## config.mk

```make
export PLATFORM = sky130hd
export DESIGN_NAME = mopshub_test_sequencer
export DESIGN_NICKNAME = d
export VERILOG_FILES = /design/src/rtl/mopshub_test_sequencer.sv
export SDC_FILE = /design/constraint.sdc
export NUM_CORES = 1
export LEC_CHECK = 0
export ABC_AREA = 1
export BUFFER_PORTS_ARGS = -buffer_cell sky130_fd_sc_hd__buf_2
export CELL_PAD_IN_SITES_DETAIL_PLACEMENT = 0
export CELL_PAD_IN_SITES_GLOBAL_PLACEMENT = 2
export CORE_MARGIN = 4
export CORE_UTILIZATION = 35
export CTS_BUF_LIST = sky130_fd_sc_hd__clkbuf_8 sky130_fd_sc_hd__clkbuf_16
export DETAILED_ROUTE_END_ITERATION = 16
export HOLD_SLACK_MARGIN = 0.1
export PLACE_DENSITY = 0.85
export SLEW_MARGIN = 20
export SYNTH_ARGS = -nofsm -noshare
export SYNTH_HDL_FRONTEND = slang
export SYNTH_SLANG_ARGS = --single-unit
```

## constraint.sdc

```tcl
create_clock -name clk -period 2.3 [get_ports clk]
set_clock_uncertainty 0.2 [all_clocks]
set_input_delay 0 -clock clk [delete_from_list [all_inputs] [get_ports clk]]
set_output_delay 0 -clock clk [all_outputs]
set_load 0.01 [all_outputs]
```

## src/rtl/mopshub_test_sequencer.sv

```systemverilog
// ---------------------------------------------------------------------------
// mopshub_test_sequencer
//
// Sequences the MOPSHUB per-bus test phases (oscillator trim, RX test,
// TX test, custom message) across N_BUSES buses. Each phase raises a level
// output and waits for the matching one-cycle end pulse, or gives up after
// TIMEOUT cycles. Pass and first-error status are recorded for the run.
//
// Optional feature macro: SEQ_LOOP_EN
//   When defined, DONE lasts one cycle and the run restarts automatically
//   while sign_on_sig stays high; error and pass status accumulate across
//   runs and the extra output loop_cnt counts completed runs.
//
// Ports:
//   clk            system clock (40 MHz)
//   rst            asynchronous reset, active low
//   sign_on_sig    start request, rising edge starts a run
//   trim_sig_done  end pulse of the trim phase
//   test_rx_end    end pulse of the RX phase
//   test_tx_end    end pulse of the TX phase
//   costum_msg_end end pulse of the custom-message phase
//   osc_auto_trim  trim phase active
//   test_rx        RX phase active
//   test_tx        TX phase active
//   test_advanced  custom phase active
//   endwait_all    one-cycle pulse at the end of every phase
//   bus_sel        bus under test
//   seq_busy       run in progress
//   seq_done       sequencer in DONE
//   err_flag       sticky: at least one phase timed out
//   err_bus        bus of the first timeout
//   err_phase      phase of the first timeout (0 trim,1 rx,2 tx,3 custom)
//   pass_cnt       completed phases, saturating at 255
//   loop_cnt       completed runs (only with SEQ_LOOP_EN)
// ---------------------------------------------------------------------------
module mopshub_test_sequencer #(
    parameter logic [4:0]  N_BUSES    = 5'd2,
    parameter logic [3:0]  PHASE_MASK = 4'b1111,
    parameter logic [19:0] TIMEOUT    = 20'd500000,
    parameter logic [11:0] GAP_CYCLES = 12'd120
) (
    input  logic        clk,
    input  logic        rst,
    input  logic        sign_on_sig,
    input  logic        trim_sig_done,
    input  logic        test_rx_end,
    input  logic        test_tx_end,
    input  logic        costum_msg_end,
    output logic        osc_auto_trim,
    output logic        test_rx,
    output logic        test_tx,
    output logic        test_advanced,
    output logic        endwait_all,
    output logic [4:0]  bus_sel,
    output logic        seq_busy,
    output logic        seq_done,
    output logic        err_flag,
    output logic [4:0]  err_bus,
    output logic [1:0]  err_phase,
    output logic [7:0]  pass_cnt
`ifdef SEQ_LOOP_EN
    ,
    output logic [15:0] loop_cnt
`endif
);

    typedef enum logic [2:0] {
        ST_IDLE  = 3'd0,
        ST_PHASE = 3'd1,
        ST_END   = 3'd2,
        ST_GAP   = 3'd3,
        ST_NEXT  = 3'd4,
        ST_DONE  = 3'd5
    } state_t;

    // Last counter value of a phase / gap; a zero setting behaves like one.
    localparam logic [19:0] TO_LAST  = (TIMEOUT == 20'd0) ? 20'd0 : (TIMEOUT - 20'd1);
    localparam logic [11:0] GAP_LAST = (GAP_CYCLES == 12'd0) ? 12'd0 : (GAP_CYCLES - 12'd1);
    localparam logic [4:0]  LAST_BUS = N_BUSES - 5'd1;

    // Lowest set bit of a phase mask as {found, index}.
    function automatic logic [2:0] lowest_phase(input logic [3:0] mask);
        logic [2:0] res;
        casez (mask)
            4'b???1: res = {1'b1, 2'd0};
            4'b??10: res = {1'b1, 2'd1};
            4'b?100: res = {1'b1, 2'd2};
            4'b1000: res = {1'b1, 2'd3};
            default: res = {1'b0, 2'd0};
        endcase
        return res;
    endfunction

    // One-hot phase output vector for a phase index.
    function automatic logic [3:0] phase_onehot(input logic [1:0] idx);
        return 4'b0001 << idx;
    endfunction

    state_t       state_r;
    logic [1:0]   ptr_r;
    logic [3:0]   phase_act_r;
    logic [19:0]  to_cnt_r;
    logic [11:0]  gap_cnt_r;
    logic         sign_q_r;

    logic         start_s;
    logic [2:0]   first_s;
    logic [2:0]   next_s;
    logic [3:0]   end_v_s;
    logic         end_hit_s;

    // Start-edge detect, phase selection and end-pulse matching.
    always_comb begin
        start_s   = sign_on_sig & ~sign_q_r;
        first_s   = lowest_phase(PHASE_MASK);
        // Only enabled phases strictly above the current pointer qualify.
        next_s    = lowest_phase(PHASE_MASK & (4'b1110 << ptr_r));
        end_v_s   = {costum_msg_end, test_tx_end, test_rx_end, trim_sig_done};
        end_hit_s = end_v_s[ptr_r];
    end

    assign osc_auto_trim = phase_act_r[0];
    assign test_rx       = phase_act_r[1];
    assign test_tx       = phase_act_r[2];
    assign test_advanced = phase_act_r[3];

    // Sequencer FSM with all status outputs registered.
    always_ff @(posedge clk or negedge rst) begin
        if (!rst) begin
            state_r     <= ST_IDLE;
            ptr_r       <= 2'd0;
            phase_act_r <= 4'd0;
            to_cnt_r    <= 20'd0;
            gap_cnt_r   <= 12'd0;
            sign_q_r    <= 1'b0;
            endwait_all <= 1'b0;
            bus_sel     <= 5'd0;
            seq_busy    <= 1'b0;
            seq_done    <= 1'b0;
            err_flag    <= 1'b0;
            err_bus     <= 5'd0;
            err_phase   <= 2'd0;
            pass_cnt    <= 8'd0;
`ifdef SEQ_LOOP_EN
            loop_cnt    <= 16'd0;
`endif
        end else begin
            sign_q_r    <= sign_on_sig;
            endwait_all <= 1'b0;
            case (state_r)
                ST_IDLE, ST_DONE: begin
                    if (start_s) begin
                        // Fresh run: clear all run status.
                        bus_sel   <= 5'd0;
                        err_flag  <= 1'b0;
                        err_bus   <= 5'd0;
                        err_phase <= 2'd0;
                        pass_cnt  <= 8'd0;
                        if (first_s[2]) begin
                            ptr_r       <= first_s[1:0];
                            phase_act_r <= phase_onehot(first_s[1:0]);
                            to_cnt_r    <= 20'd0;
                            seq_busy    <= 1'b1;
                            seq_done    <= 1'b0;
                            state_r     <= ST_PHASE;
                        end else begin
                            // No phase enabled: the run is empty.
                            seq_busy    <= 1'b0;
                            seq_done    <= 1'b1;
                            state_r     <= ST_DONE;
                        end
                    end
`ifdef SEQ_LOOP_EN
                    else if ((state_r == ST_DONE) && sign_on_sig && first_s[2]) begin
                        // Looping: restart at bus 0, keep error and pass status.
                        bus_sel     <= 5'd0;
                        ptr_r       <= first_s[1:0];
                        phase_act_r <= phase_onehot(first_s[1:0]);
                        to_cnt_r    <= 20'd0;
                        seq_busy    <= 1'b1;
                        seq_done    <= 1'b0;
                        state_r     <= ST_PHASE;
                    end
`endif
                    else begin
                        state_r <= state_r;
                    end
                end

                ST_PHASE: begin
                    if (to_cnt_r != 20'hFFFFF) begin
                        to_cnt_r <= to_cnt_r + 20'd1;
                    end else begin
                        to_cnt_r <= to_cnt_r;
                    end
                    // End pulse wins over a timeout in the same cycle.
                    if (end_hit_s) begin
                        if (pass_cnt != 8'hFF) begin
                            pass_cnt <= pass_cnt + 8'd1;
                        end else begin
                            pass_cnt <= pass_cnt;
                        end
                        phase_act_r <= 4'd0;
                        endwait_all <= 1'b1;
                        state_r     <= ST_END;
                    end else if (to_cnt_r >= TO_LAST) begin
                        if (!err_flag) begin
                            err_bus   <= bus_sel;
                            err_phase <= ptr_r;
                        end else begin
                            err_bus   <= err_bus;
                            err_phase <= err_phase;
                        end
                        err_flag    <= 1'b1;
                        phase_act_r <= 4'd0;
                        endwait_all <= 1'b1;
                        state_r     <= ST_END;
                    end else begin
                        state_r <= ST_PHASE;
                    end
                end

                ST_END: begin
                    gap_cnt_r <= 12'd0;
                    if (GAP_CYCLES == 12'd0) begin
                        state_r <= ST_NEXT;
                    end else begin
                        state_r <= ST_GAP;
                    end
                end

                ST_GAP: begin
                    if (gap_cnt_r >= GAP_LAST) begin
                        state_r <= ST_NEXT;
                    end else begin
                        gap_cnt_r <= gap_cnt_r + 12'd1;
                    end
                end

                ST_NEXT: begin
                    to_cnt_r <= 20'd0;
                    if (next_s[2]) begin
                        ptr_r       <= next_s[1:0];
                        phase_act_r <= phase_onehot(next_s[1:0]);
                        state_r     <= ST_PHASE;
                    end else if (bus_sel < LAST_BUS) begin
                        bus_sel     <= bus_sel + 5'd1;
                        ptr_r       <= first_s[1:0];
                        phase_act_r <= phase_onehot(first_s[1:0]);
                        state_r     <= ST_PHASE;
                    end else begin
                        seq_busy    <= 1'b0;
                        seq_done    <= 1'b1;
                        state_r     <= ST_DONE;
`ifdef SEQ_LOOP_EN
                        loop_cnt    <= loop_cnt + 16'd1;
`endif
                    end
                end

                default: begin
                    state_r     <= ST_IDLE;
                    phase_act_r <= 4'd0;
                    seq_busy    <= 1'b0;
                    seq_done    <= 1'b0;
                end
            endcase
        end
    end

endmodule

```

# Yosys cells after proc, flatten, opt, wreduce, memory -nomap -nowiden
# Cells that the tools add are included.
# totals
out_inout_bits	28
register_bits	66
inputBits	7
wordCells	125
# op_classes
eq_ne	24
reduce_logical	18
n_bitwise	4
mux	55
magnitude_cmp	4
n_shift	2
addsub	4
# ops
operator	count
one-hot mux 20 bit (3 select lines)	1
two-way mux 20 bit	2
two-way mux 5 bit	6
two-way mux 8 bit	3
!= test 2 bit, second input constant	12
one-hot mux 12 bit (2 select lines)	1
adder 20 x 1 -> 20 bit, second input constant	1
>= comparator 20 x 19 -> 1 bit, second input constant	1
two-way mux 4 bit	5
!= test 20 bit, second input constant	1
one-hot mux 5 bit (2 select lines)	2
AND reduction 4 bit	5
two-way mux 2 bit	8
one-hot mux 4 bit (4 select lines)	1
one-hot mux 8 bit (2 select lines)	1
one-hot mux 3 bit (5 select lines)	1
adder 12 x 1 -> 12 bit, second input constant	1
>= comparator 12 x 7 -> 1 bit, second input constant	1
two-way mux 1 bit	12
two-way mux 12 bit	1
two-way mux 3 bit	4
one-hot mux 3 bit (4 select lines)	1
== test 3 bit, second input constant	3
adder 8 x 1 -> 8 bit, second input constant	1
other kinds (25)	36

# Logic depth before layout (Yosys ltp)
# logic_depth
word_depth	6
depth_mapped	11
ltp_nobuf	11

# Least setup slack after synthesis
# OpenSTA, ideal clock, no wires.
# synth_path
path_kind	register to register
from	register to_cnt_r[0]
to	register to_cnt_r[5]
stages_incl_launch_ff	9
path_buffers	1
arrival_ps	1515
setup_time_ps	118
t_required_ps	1982
setup_slack_ps	466
path_cell_list	dfrtp_1 -> ha_1 -> nand2_1 -> nor3_4 -> nand4_1 -> o21a_1 -> buf_6 -> nand2_1 -> o21ai_2
# synth_via
elab_chain_cells	3
word_cells_on_any_way	6
# synth_lines
element	line	source
start: declaration	102	logic [19:0] to_cnt_r;
start signal: assignment	192	to_cnt_r <= to_cnt_r + 20'd1;
start signal: assignment	194	to_cnt_r <= to_cnt_r;
adder 20 x 1 -> 20 bit or != test 20 bit (tied branches)	192, 191	
two-way mux 20 bit or != test 2 bit (tied branches)	n/a	
one-hot mux 20 bit (3 select lines) or AND reduction 3 bit (tied branches)	n/a	
# Several ways; a longest one is shown, not always the timed one. The select of a mux whose other input is x is not followed.
# A chain may end at the register's enable or synchronous reset.

# Worst setup path after layout
# layout_path
from	register to_cnt_r[0]
to	register err_flag
# layout_via
elab_chain_cells	3
# layout_lines
element	line	source
>= comparator 20 x 19 -> 1 bit	206	end else if (to_cnt_r >= TO_LAST) begin
!= test 2 bit (no line)	n/a	
AND reduction 4 bit (no line)	n/a	
end signal: assignment	140	err_flag <= 1'b0;
end signal: assignment	155	err_flag <= 1'b0;
end signal: assignment	214	err_flag <= 1'b1;
end: declaration	57	output logic err_flag,
# No other way between the ends.

==> flow_summary.json <==
{
  "drive_gt1_frac": 0.180,
  "grtUsageMet1": 0.206,
  "irDropWorstVdd_v": 0.000438,
  "p_int_mw": 2.26,
  "p_leak_nw": 2.13,
  "overflow": 0,
  "seq_area_um2": 1650,
  "cts_tree": "built",
  "syn_inst": 488,
  "pin_count": 35,
  "swShare": 0.448,
  "grt_use_met3": 0.0375,
  "share_seq_of_total_power": 0.368,
  "crit_fanout": 5,
  "grt_pass1_vias": 3215,
  "syn_nets": 505,
  "grt_usage": 0.152,
  "cp-start-kind": "flip-flop",
  "crit_type": "flip-flop to flip-flop",
  "finalMaxSlewViolations": 0,
  "clockBufferDepth": 2,
  "die_width_um": 112,
  "antenna_found_initial": 0,
  "p_sw_mw": 1.83,
  "finalNonFillerCells": 679,
  "placed_cells": 656,
  "place_congestion": 0.803,
  "core_um2": 10400,
  "setup_viol": 0,
  "clock.fmax_ghz": 0.460,
  "antennaDiodeCount": 0,
  "grt_pass1_wl_um": 15700,
  "synth.avg_cell_area_um2": 7.76,
  "setup_ws_ns": 0.126,
  "cts_buffers": 9,
  "slew_headroom": 0.648,
  "p_clk_frac": 0.224,
  "p_per_area_nw_per_um2": 931,
  "hold_viol": 0,
  "top_usage_layer": "met2",
  "cts_sinks": 66,
  "critPathArrivalTime_ns": 2.19,
  "clk_pin_slew_worst_paths_ns": 0.08,
  "post-place-ws_ns": 0.0491,
  "ys_types": 36,
  "dp_hpwl_um": 6680,
  "worstMarginPinSlew_ns": 0.522,
  "antenna_left": 0,
  "start_util": 0.363,
  "synth-seq-cells": 66,
  "hold_ws_ns": 0.0998,
  "status": "finished, final reports clean",
  "insertion_delay_ns": 0.35,
  "final_nets": 555,
  "routed_wl_um": 8900,
  "vias_per_cell": 4.72,
  "crit_required_ns": 2.31,
  "finalCriticalPeriod_ns": 2.17,
  "place.port_buffers": 34,
  "vias": 3205,
  "fp.dieH_um": 112,
  "path_cells": "ha_2, nand2_1, inv_2, nand2_1, nor2_1, nand3_1, inv_1, o21ai_0, o21ai_0",
  "grt_max_degree": 43,
  "multi_input_area_um2": 1870,
  "end_kind": "flip-flop",
  "crit_slowest_cell": "dfrtp_2",
  "h-tree-depth": 3,
  "yosysSeqAreaShare": 0.436,
  "num_rows": 37,
  "hold_path.class": "input port to flip-flop",
  "fillers": 1117,
  "power_frac_comb": 0.408,
  "fin_crit_sh": 0.945,
  "max_stage_delay_ns": 0.44,
  "firstDrtPassIters": 4,
  "die_area_um2": 12500,
  "met2_usage": 0.246,
  "synth_area_um2": 3780,
  "yosysWarnings": 0,
  "drv_cap": 0,
  "drtIter0Drc": 143,
  "syn_to_final_growth_pct": 16.1,
  "cts-root-buf": "clkbuf_8",
  "r2r_setup_slack_ns": 0.13,
  "wl_per_cell_um": 13.1,
  "drc": 0
}
[cell usage in the layout, fill, tap and decap left out, types with 9 or more instances in the layout]
cell type	instances
a21oi_1	9
buf_2	34
clkbuf_8	10
dfrtp_1	64
ha_1	9
inv_1	49
nand2_1	129
nand3_1	27
nand4_1	21
nor2_1	64
o21ai_0	15
o21ai_1	19
xor2_1	14
[per-layer routing]
metal,up-vias,routed length [um]
li1,1677,-
met1,1492,4490
met2,30,4080
met3,6,258
met4,0,74
met5,-,0
[logic make-up (layout without fill, tap and decap cells)]
logic type	count (synthesis)	in the layout	synth area share
AO/OA/AOI/OAI	61	61	0.0992
XOR/XNOR	17	17	0.0393
adder cells (fa/ha/maj)	10	10	0.0331
buffers and inverters	65	120	0.0724
flip-flops	66	66	0.436
AND/OR/NAND/NOR	269	269	0.320
[power groups by stage]
stage               clock network, mW  registers [mW]  logic (mW)
floorplan                           0            1.53        1.21
global placement                    0            1.52        1.63
detailed placement                  0            1.53        1.64
CTS                             0.954            1.51        1.66
global route                     1.01            1.54        1.91
finish                          0.917            1.50        1.67
[layout make-up]
cell class	count	share of cell area
inverter	57	0.0487
multi-input combinational	357	0.426
tap	136	0.0387
clock buffer	10	0.0313
sequential	66	0.377
clock inverter	6	0.00940
timing repair buffer	47	0.0689
[path summary, 6_finish.rpt]
kind / start / end / depth (start not counted)
setup / recovery: to_cnt_r[0] / err_flag / 9
hold / removal: trim_sig_done / endwait_all / 7
setup reg to reg: to_cnt_r[0] / err_flag / 9
hold reg to reg: phase_act_r[2] / phase_act_r[2] / 2
max in group asynchronous: rst / state_r[1] / 4
min in group asynchronous: rst / gap_cnt_r[3] / 4
[critical path, delay by kind of cell (launching register included)]
kind                       cells  cell delay, ns
AOI/OAI and AO/OA              2            0.54
buffers and inverters          2            0.13
DFF                            1            0.44
adders and majority gates      1            0.22
and+or+nand+nor                4            0.51
[cells in the mapped netlist (all sizes together)]
cell type | n | share of area
a21o | 3 | 0.0059
a21oi | 12 | 0.021
buf | 5 | 0.013
clkbuf | 3 | 0.0030
dfrtp | 66 | 0.44
ha | 10 | 0.033
inv | 57 | 0.057
nand2 | 136 | 0.14
nand3 | 30 | 0.046
nand3b | 4 | 0.0079
nand4 | 22 | 0.038
nor2 | 67 | 0.070
nor3 | 9 | 0.016
nor3b | 1 | 0.0020
o211ai | 1 | 0.0033
o21a | 1 | 0.0020
o21ai | 42 | 0.063
o22ai | 1 | 0.0017
o31ai | 1 | 0.0020
xnor2 | 3 | 0.0069
xor2 | 14 | 0.032
[timing repair]
action	in CTS	in global routing
hold endpoints to repair	82	1
setup buffers	0	2
gates resized for setup	0	7
hold buffers	4	1
endpoints found under the setup margin	0	42
[through the flow]
step	util	cell area, um^2	power, mW	TNS (ns)
6_report	0.422	4390	4.09	0
5_1_grt	0.422	4390	4.45	-0.000181
2_1_floorplan	-	3780	2.74	0
3_5_place_dp	0.396	4120	3.17	0
4_1_cts	0.418	4350	4.12	0
3_3_place_gp	0.396	4120	3.15	0
[state kept, by name, summed over array words and instances (netlist names)]
signal	count
seq_done	1
state_r	3
err_phase	2
err_flag	1
err_bus	5
to_cnt_r	20
pass_cnt	8
endwait_all	1
ptr_r	2
gap_cnt_r	12
bus_sel	5
seq_busy	1
phase_act_r	4
sign_q_r	1
No activity file was read; power rests on OpenSTA's default activity.
